$ cat src/rtl/ritc_phase_scan_pkg.sv
// Shared types and index helpers for the RITC phase-scan accumulator.
// Counter index map: data bits first, then per-channel clocks, then VCDL.
package ritc_phase_scan_pkg;

  typedef enum logic [1:0] {
    ST_IDLE,
    ST_SETTLE,
    ST_ACCUM,
    ST_DONE
  } scan_state_e;

  function automatic int calc_ncnt(input int num_ch, input int num_bits);
    return num_ch * num_bits + num_ch + 1;
  endfunction

  function automatic int clk_base(input int num_ch, input int num_bits);
    return num_ch * num_bits;
  endfunction

  function automatic int vcdl_index(input int num_ch, input int num_bits);
    return num_ch * num_bits + num_ch;
  endfunction

  function automatic logic addr_in_range(input int addr, input int ncnt);
    return (addr < ncnt);
  endfunction

endpackage

$ cat src/rtl/ritc_phase_scan_accumulator_sync.sv
// Multi-stage resynchroniser for already-clocked RITC sample bits.
// Shift-register extraction is disabled so each stage stays a discrete flop.
module ritc_bit_sync #(
  parameter int WIDTH  = 1,
  parameter int STAGES = 2
) (
  input  logic             clk,
  input  logic             rst_n,
  input  logic [WIDTH-1:0] d,
  output logic [WIDTH-1:0] q
);

  (* ASYNC_REG = "TRUE", SHREG_EXTRACT = "NO" *)
  logic [WIDTH-1:0] sync_q [STAGES];

  always_ff @(posedge clk or negedge rst_n) begin
    if (!rst_n) begin
      for (int s = 0; s < STAGES; s++) sync_q[s] <= '0;
    end else begin
      sync_q[0] <= d;
      for (int s = 1; s < STAGES; s++) sync_q[s] <= sync_q[s-1];
    end
  end

  assign q = sync_q[STAGES-1];

endmodule

$ cat src/rtl/ritc_phase_scan_accumulator.sv
// Resynchronises RITC samples and accumulates per-bit ones counts over a
// programmable number of samples; results are read back by index.
module ritc_phase_scan_accumulator
  import ritc_phase_scan_pkg::*;
#(
  parameter int NUM_CH      = 3,
  parameter int NUM_BITS    = 12,
  parameter int SYNC_STAGES = 2,
  parameter int CNT_WIDTH   = 16,
  parameter int ADDR_WIDTH  = 6
) (
  input  logic                         user_clk_i,
  input  logic                         user_rst_n_i,
  input  logic [NUM_CH-1:0]            clk_in_i,
  input  logic [NUM_CH*NUM_BITS-1:0]   dat_in_i,
  input  logic                         vcdl_in_i,
  output logic [NUM_CH-1:0]            clk_q_o,
  output logic [NUM_CH*NUM_BITS-1:0]   dat_q_o,
  output logic                         vcdl_q_o,
  input  logic                         scan_start_i,
  input  logic                         scan_abort_i,
  input  logic [CNT_WIDTH-1:0]         scan_len_i,
  output logic                         busy_o,
  output logic                         done_o,
  output logic                         results_valid_o,
  input  logic [ADDR_WIDTH-1:0]        rd_addr_i,
  output logic [CNT_WIDTH-1:0]         rd_data_o
);

  localparam int NDAT     = NUM_CH * NUM_BITS;
  localparam int NCNT     = calc_ncnt(NUM_CH, NUM_BITS);
  localparam int CLK_BASE = clk_base(NUM_CH, NUM_BITS);
  localparam int VCDL_IDX = vcdl_index(NUM_CH, NUM_BITS);
  localparam int SETTLE_W = $clog2(SYNC_STAGES) + 1;

  scan_state_e           state_q, next_state;
  logic [SETTLE_W-1:0]   settle_cnt;
  logic [CNT_WIDTH-1:0]  sample_cnt;
  logic [CNT_WIDTH-1:0]  len_q;
  logic [CNT_WIDTH-1:0]  cnt [NCNT];
  logic [CNT_WIDTH-1:0]  rd_mux;
  logic [NCNT-1:0]       sample_bits;
  logic                  start_take;
  logic                  accum_en;

  ritc_bit_sync #(.WIDTH(NDAT), .STAGES(SYNC_STAGES)) u_sync_dat (
    .clk(user_clk_i), .rst_n(user_rst_n_i), .d(dat_in_i), .q(dat_q_o)
  );

  ritc_bit_sync #(.WIDTH(NUM_CH), .STAGES(SYNC_STAGES)) u_sync_clk (
    .clk(user_clk_i), .rst_n(user_rst_n_i), .d(clk_in_i), .q(clk_q_o)
  );

  ritc_bit_sync #(.WIDTH(1), .STAGES(SYNC_STAGES)) u_sync_vcdl (
    .clk(user_clk_i), .rst_n(user_rst_n_i), .d(vcdl_in_i), .q(vcdl_q_o)
  );

  assign sample_bits[NDAT-1:0]               = dat_q_o;
  assign sample_bits[CLK_BASE +: NUM_CH]     = clk_q_o;
  assign sample_bits[VCDL_IDX]               = vcdl_q_o;

  assign start_take = (state_q == ST_IDLE) && scan_start_i;

  // ACCUM runs one extra cycle to compare the registered sample count
  // against the latched length, so no sample is taken in that cycle.
  always_comb begin
    next_state = state_q;
    case (state_q)
      ST_IDLE: begin
        if (scan_start_i) next_state = ST_SETTLE;
      end
      ST_SETTLE: begin
        if (scan_abort_i) next_state = ST_IDLE;
        else if (settle_cnt == SETTLE_W'(SYNC_STAGES - 1))
          next_state = (len_q == '0) ? ST_DONE : ST_ACCUM;
      end
      ST_ACCUM: begin
        if (scan_abort_i) next_state = ST_IDLE;
        else if (sample_cnt == len_q) next_state = ST_DONE;
      end
      ST_DONE: next_state = ST_IDLE;
      default: next_state = ST_IDLE;
    endcase
  end

  assign accum_en = (state_q == ST_ACCUM) && (next_state == ST_ACCUM);

  always_ff @(posedge user_clk_i or negedge user_rst_n_i) begin
    if (!user_rst_n_i) begin
      state_q         <= ST_IDLE;
      settle_cnt      <= '0;
      sample_cnt      <= '0;
      len_q           <= '0;
      busy_o          <= 1'b0;
      done_o          <= 1'b0;
      results_valid_o <= 1'b0;
    end else begin
      state_q    <= next_state;
      busy_o     <= (next_state == ST_SETTLE) || (next_state == ST_ACCUM);
      done_o     <= (next_state == ST_DONE);
      settle_cnt <= (state_q == ST_SETTLE) ? settle_cnt + 1'b1 : '0;
      sample_cnt <= (state_q == ST_ACCUM) ? sample_cnt + 1'b1 : '0;
      if (start_take) begin
        len_q           <= scan_len_i;
        results_valid_o <= 1'b0;
      end else if (next_state == ST_DONE) begin
        results_valid_o <= 1'b1;
      end
    end
  end

  always_ff @(posedge user_clk_i or negedge user_rst_n_i) begin
    if (!user_rst_n_i) begin
      for (int i = 0; i < NCNT; i++) cnt[i] <= '0;
    end else if (start_take) begin
      for (int i = 0; i < NCNT; i++) cnt[i] <= '0;
    end else if (accum_en) begin
      for (int i = 0; i < NCNT; i++) cnt[i] <= cnt[i] + CNT_WIDTH'(sample_bits[i]);
    end
  end

  always_comb begin
    rd_mux = '0;
    for (int i = 0; i < NCNT; i++) begin
      if (rd_addr_i == ADDR_WIDTH'(i)) rd_mux = cnt[i];
    end
  end

  always_ff @(posedge user_clk_i or negedge user_rst_n_i) begin
    if (!user_rst_n_i) rd_data_o <= '0;
    else rd_data_o <= addr_in_range(int'(rd_addr_i), NCNT) ? rd_mux : '0;
  end

endmodule

$ cat config.mk
export PLATFORM = sky130hd
export DESIGN_NAME = ritc_phase_scan_accumulator
export DESIGN_NICKNAME = d
export VERILOG_FILES = /design/src/rtl/ritc_phase_scan_pkg.sv /design/src/rtl/ritc_phase_scan_accumulator_sync.sv /design/src/rtl/ritc_phase_scan_accumulator.sv
export SDC_FILE = /design/constraint.sdc
export NUM_CORES = 2
export LEC_CHECK = 0
export ABC_AREA = 1
export BUFFER_PORTS_ARGS = -buffer_cell sky130_fd_sc_hd__buf_4
export CORE_UTILIZATION = 65
export CTS_BUF_LIST = sky130_fd_sc_hd__clkbuf_8
export DETAILED_ROUTE_END_ITERATION = 10
export PLACE_DENSITY_LB_ADDON = 0.15
export SLEW_MARGIN = 25
export SYNTH_ARGS = -nofsm -noshare
export SYNTH_HDL_FRONTEND = slang
export SYNTH_SLANG_ARGS = --single-unit
export TNS_END_PERCENT = 1
$ cat constraint.sdc
create_clock -name user_clk_i -period 4.06 [get_ports user_clk_i]
set_clock_uncertainty 0.2 [all_clocks]
set_input_delay 1.015 -clock user_clk_i [delete_from_list [all_inputs] [get_ports user_clk_i]]
set_output_delay 1.015 -clock user_clk_i [all_outputs]
set_load 0.03 [all_outputs]
-- After elaboration in Yosys (flattened, before gate mapping)
Index checks and enable logic that the tools add are counted.
- register bits after elaboration: 775
- output and inout port bits: 59
- word-level logic and storage cells: 206
- bits of input ports: 66
- magnitude comparators: 1
- reduce and logical (&&, ||, !) cells: 8
- add/sub/neg operators: 42
- multiplexer cells: 54
- eq/ne operators: 47
- operators with widths (kind ; number):
    two-way mux 640 bit ; 2
    two-way mux 16 bit ; 42
    adder 16 x 1 -> 16 bit ; 40
    == test 6 x 5 -> 1 bit (second input constant) ; 16
    == test 6 x 4 -> 1 bit (second input constant) ; 8
    == test 6 bit (second input constant) ; 8
    == test 6 x 3 -> 1 bit (second input constant) ; 4
    adder 16 x 1 -> 16 bit (second input constant) ; 1
    == test 16 bit ; 1
    zero test 16 bit ; 1
    == test 6 x 2 -> 1 bit (second input constant) ; 2
    two-way mux 2 bit ; 6
    == test 2 bit (second input constant) ; 4
    one-hot mux 2 bit (4 select lines) ; 1
    == test 2 x 1 -> 1 bit (second input constant) ; 3
    == test 6 x 1 -> 1 bit (second input constant) ; 1
    zero test 6 bit ; 1
    < comparator 6 bit (second input constant) ; 1
    nonzero test 2 bit ; 2
    two-way mux 1 bit ; 3
    adder 2 x 1 -> 2 bit (second input constant) ; 1
    logical AND 1 bit ; 2
    zero test 2 bit ; 1
    logical OR 1 bit ; 1

-- Logic depth before layout (Yosys ltp)
- depth after elaboration: 42
- depth in mapped cells: 29
- gate-level depth less buffers: 29

-- Modules after synthesis
Synthesis repeated with hierarchy kept, for this count alone.
- cell total of the unflattened synthesis: 4967
- area, all modules: 39198.8 µm²
- modules (own cells, without submodules) (module ; instances ; area each (µm²) ; cells an instance ; sequential area each (µm²)):
    ritc_phase_scan_accumulator ; 1 ; 36904.1 ; 4848 ; 17391.7
    ritc_bit_sync at u_sync_dat ; 1 ; 2072.0 ; 108 ; 1801.7
    ritc_bit_sync at u_sync_clk ; 1 ; 172.7 ; 9 ; 150.1
    ritc_bit_sync at u_sync_vcdl ; 1 ; 50.0 ; 2 ; 50.0

-- Worst setup path after synthesis
OpenSTA, ideal clock, no wires.
- path type: input -> register
- start: input scan_start_i
- end: register cnt[366] (netlist name)
- data required time: 3.766 ns
- setup slack: 0.081 ns
- cell stages on the path: 22
- data arrival time: 3.685 ns
- setup time: 0.094 ns
- path through: nand3_2 inv_1 clkbuf_1 nor2_1 ha_1 clkbuf_1 nand2_1 nand2_2 buf_4 buf_4 nand3_1 nor2_2 inv_1 nor3_1 inv_1 nor2_1 inv_1 nor3_1 inv_1 nor2_1 nand2_1 a211oi_1
- cells in the longest elaborated chain, start to end: 5
- elaborated cells between the ends (all ways): 7
- classes of those cells: 1 x eq/ne; 3 x mux; 3 x reduce/logical
- RTL lines (item ; line ; RTL):
    from (decl) ; ritc_phase_scan_accumulator.sv:20 ; input logic scan_start_i,
    two-way mux 2 bit ; ritc_phase_scan_accumulator.sv:70 ; if (scan_start_i) next_state = ST_SETTLE;
    one-hot mux 2 bit (4 select lines) ; ritc_phase_scan_accumulator.sv:68 ; case (state_q)
    == test 2 bit ; ritc_phase_scan_accumulator.sv:86 ; assign accum_en = (state_q == ST_ACCUM) && (next_state == ST_ACCUM);
    logical AND 1 bit ; ritc_phase_scan_accumulator.sv:86 ;
    nonzero test 2 bit (no line) ; -- ;
    to (decl) ; ritc_phase_scan_accumulator.sv:40 ; logic [CNT_WIDTH-1:0] cnt [NCNT];
Parallel ways exist; a longest one is shown, timed or not.
A chain may end at the register's enable or synchronous reset.

-- Worst setup path after layout
- start: register sample_cnt[11]
- end: register cnt[508] (netlist name)
- cells in the longest elaborated chain, start to end: 7
- RTL lines (item ; line ; RTL):
    from (decl) ; ritc_phase_scan_accumulator.sv:38 ; logic [CNT_WIDTH-1:0] sample_cnt;
    from (signal assigned) ; ritc_phase_scan_accumulator.sv:102 ; sample_cnt <= (state_q == ST_ACCUM) ? sample_cnt + 1'b1 : '0;
    == test 16 bit ; ritc_phase_scan_accumulator.sv:79 ; else if (sample_cnt == len_q) next_state = ST_DONE;
    two-way mux 2 bit ; ritc_phase_scan_accumulator.sv:79 ;
    two-way mux 2 bit ; ritc_phase_scan_accumulator.sv:78 ; if (scan_abort_i) next_state = ST_IDLE;
    one-hot mux 2 bit (4 select lines) ; ritc_phase_scan_accumulator.sv:68 ;
    == test 2 bit ; ritc_phase_scan_accumulator.sv:86 ;
    logical AND 1 bit ; ritc_phase_scan_accumulator.sv:86 ;
    nonzero test 2 bit (no line) ; -- ;
Every way passes these cells.

==> impl_metrics.yaml <==
setup_path:
  r2r_setup_slack_ns: 0.20
  reg2regPathDepth: 23
  worstReg2RegStart: "sample_cnt[11]$_DFF_PN0_"
  reg2reg_to: "cnt[508]$_DFFE_PN0P_"
  critPathMostFrequentCell: "nor2_2"
  crit_slowest_cell: "dfrtp_1"
  crit_chain: "inv_1 > or2_2 > nand4_1 > nor4_1 > a21oi_1 > o31ai_1 > nor2_2 > ha_4 > nand2_1 > nand2_4 > buf_4 > buf_12 > and3_1 > nand2_1 > nor2_2 > nand3_1 > nor2_2 > nand3_1 > nor2_1 > inv_1 > buf_4 > o21ai_0 > nor3b_1"
  worstPathRequired_ns: 4.55
  cp-start-kind: "flip-flop"
  cp_top_family: "simple AND/OR/NAND/NOR gates"
  critPathKind: "reg -> reg"
  critPathBufInv: 5
  worstPathArrival_ns: 4.35
  crit_path_max_fanout: 26
  critical-path-max-stage-delay_ns: 0.38
  end_kind: "flip-flop"
sta:
  rsz0062_at_grt: "yes"
  worst_slew_pin_slew_ns: 1.12
  report.final.slew_viol_count: 0
  period_needed_ns: 3.86
  setup_tns_ns: 0
  period_share_pct: 95.0
  setup_viol: 0
  max_freq_mhz: 259
  hold_violations: 0
  slew_headroom_pct: 25.1
placement:
  place_congestion: 0.980
  dp_hpwl_mm: 79.1
  io_buffers: 124
  placed_cell_area_mm2: 0.0425
drt:
  viasPerCell: 5.94
  highest_layer: "met4"
  ant_nets: 0
  drt_iter0_markers: 3877
  route.detailed.drc: 0
  drt-total-wl_mm: 113
  m1WireLength_mm: 46.9
  dr_wl_met2_mm: 51.9
  wl_met3_mm: 10.6
  firstDrtPassIters: 6
  num_vias: 36870
  wire_per_inst_um: 18.2
finish:
  final_common_cell: "nand2_1"
  mostFrequentLayoutCells: "nand2_1, dfrtp_1, inv_1"
  layout-drive-gt1-share_pct: 14.5
  nets: 5488
  fillers: 4353
  synthToLayoutAreaGrowth_pct: 17.0
  design_area_mm2: 0.0460
power_and_ir_drop:
  p_leak_uw: 0.0207
  cellPowerDensity_mw_per_mm2: 387
  ir_worst_vdd_uv: 532
synth:
  yosysSeqAreaShare_pct: 49.4
  ys.flop_type: "dfrtp_1"
  syn_inst: 5002
  syn_area_mm2: 0.0393
  ys_ff_latch: 775
  yosys_warnings: 0
  synth_edf_count: 0
  synthArstFlopShare_pct: 100
  syn_avg_cell_area_um2: 7.85
  synth_fp_nets: 5152
  ys_types: 40
clock_tree:
  clock_path_buffers: 3
  cts_tree: "done"
  clock_latency_ns: 0.81
  cts_root_buf: "clkbuf_8"
  htreeDepth: 4
  cts_sinks: 775
  cts_made_buffers: 134
  cts.clk_slew.worst_paths_ns: 0.06
global_route:
  grt_max_degree: 257
  track_usage_pct: 36.8
  gr-total-overflow: 0
  antenna_found_initial: 2
  first_global_vias: 34900
  grt_pass1_wl_mm: 178
die:
  dieArea_mm2: 0.0614
  io_pins: 125
  fp-row-count: 89
  die_h_um: 248
  placeableCoreArea_mm2: 0.0594
  die_w_um: 248
  start_util_pct: 66.2
hold_path:
  min_to: "u_sync_dat.sync_q[52]$_DFF_PN0_"
  hold_depth: 1
  hp-start: "dat_in_i[16]"
  hold_path.class: "in -> reg"
job:
  drv_cap: 0
outcome:
  outcome: "finished clean"
[kinds of logic (layout without fill, tap and decap cells)]
kind of cell / after synthesis / count (layout) / synth area share [%]
other: 0 / 2 / 0
buffers and inverters: 823 / 1255 / 8.31
adders and majority gates: 84 / 84 / 2.68
AOI/OAI and AO/OA: 1036 / 1036 / 14.2
and+or+nand+nor: 2276 / 2276 / 25.3
DFF: 775 / 775 / 49.4
xor gates and xnor gates: 8 / 8 / 0.178
[Yosys cell counts (4+ instances only)]
library cell / count / area [um^2]
nand2_1: 904 / 3390
nand4_1: 125 / 782
inv_2: 8 / 30.0
buf_4: 42 / 315
nor2_1: 608 / 2280
a221oi_1: 4 / 35.0
buf_2: 12 / 60.1
nor2_4: 6 / 67.6
nor2_2: 8 / 50.1
and3_1: 80 / 500
clkinv_1: 5 / 18.8
nor4_1: 35 / 219
nand3_1: 285 / 1430
ha_1: 84 / 1050
inv_1: 621 / 2330
a2bb2oi_1: 16 / 140
buf_1: 11 / 41.3
clkbuf_1: 123 / 462
dfrtp_1: 775 / 19400
o21ai_0: 411 / 2060
a21oi_1: 535 / 2680
a32o_1: 54 / 541
nor3b_1: 18 / 135
or2_2: 10 / 62.6
xnor2_1: 6 / 52.6
nor3_1: 187 / 936
a211oi_1: 4 / 30.0
[flip-flops by register name (all words and copies together), names as in the netlist, 2 cells and up]
| name | count |
|---|---|
| u_sync_clk.q | 3 |
| sample_cnt | 16 |
| rd_data_o | 16 |
| settle_cnt | 2 |
| u_sync_clk.sync_q | 3 |
| u_sync_dat.q | 36 |
| cnt | 640 |
| len_q | 16 |
| u_sync_dat.sync_q | 36 |
| state_q | 2 |
[repair_timing]
item | CTS | global route
resized for setup | 1 | 184
hold buffers | 1 | 0
endpoints found under the setup margin | 1 | 133
cloned | 0 | 2
pin swaps | 0 | 3
endpoints found under the hold margin | 38 | 0
buffers inserted | 0 | 2
[metal layers]
layer | global-route usage (%) | vias to the layer above
li1 | - | 17276
met1 | 51.0 | 17482
met2 | 57.4 | 1820
met3 | 6.99 | 292
met4 | 14.8 | 0
met5 | 0 | -
[final cells by class]
cell class / instances / area, um^2 / share of cell area [%]
multi-input combinational: 3404 / 17300 / 37.6
clock inverter: 59 / 272 / 0.591
timing repair buffer: 388 / 3250 / 7.07
clock buffer: 173 / 2380 / 5.18
tap: 773 / 967 / 2.10
inverter: 635 / 2400 / 5.21
antenna: 2 / 5.00 / 0.0109
sequential: 775 / 19400 / 42.2
[how the worst max path moves through the flow]
stage / startpoint / to / depth (start not counted)
after floorplan: scan_start_i / cnt[366]$_DFFE_PN0P_ / 22
after global placement: rd_addr_i[2] / rd_data_o[1]$_DFF_PN0_ / 30
after detailed placement: rd_addr_i[1] / rd_data_o[3]$_DFF_PN0_ / 29
after CTS: sample_cnt[11]$_DFF_PN0_ / cnt[63]$_DFFE_PN0P_ / 23
after global routing: sample_cnt[8]$_DFF_PN0_ / cnt[511]$_DFFE_PN0P_ / 23
final: sample_cnt[11]$_DFF_PN0_ / cnt[508]$_DFFE_PN0P_ / 23
[power by group]
part	internal, uW	switching (uW)
clock	3800	3250
sequential	7890	153
combinational	784	1910
[stage by stage]
stage	util [%]	hold slack, ns	power [uW]	setup slack, ns	std cells
after floorplan	-	0.131	9670	0.0810	5002
after global placement	71.6	0.131	10600	-0.415	5969
after detailed placement	71.6	0.135	10700	-0.498	5969
after CTS	76.1	0.0688	17700	0.0218	6202
after global routing	77.4	0.0901	18400	-0.0936	6209
final	77.4	0.114	17800	0.203	6209
Power figures use the tool's default switching activity.
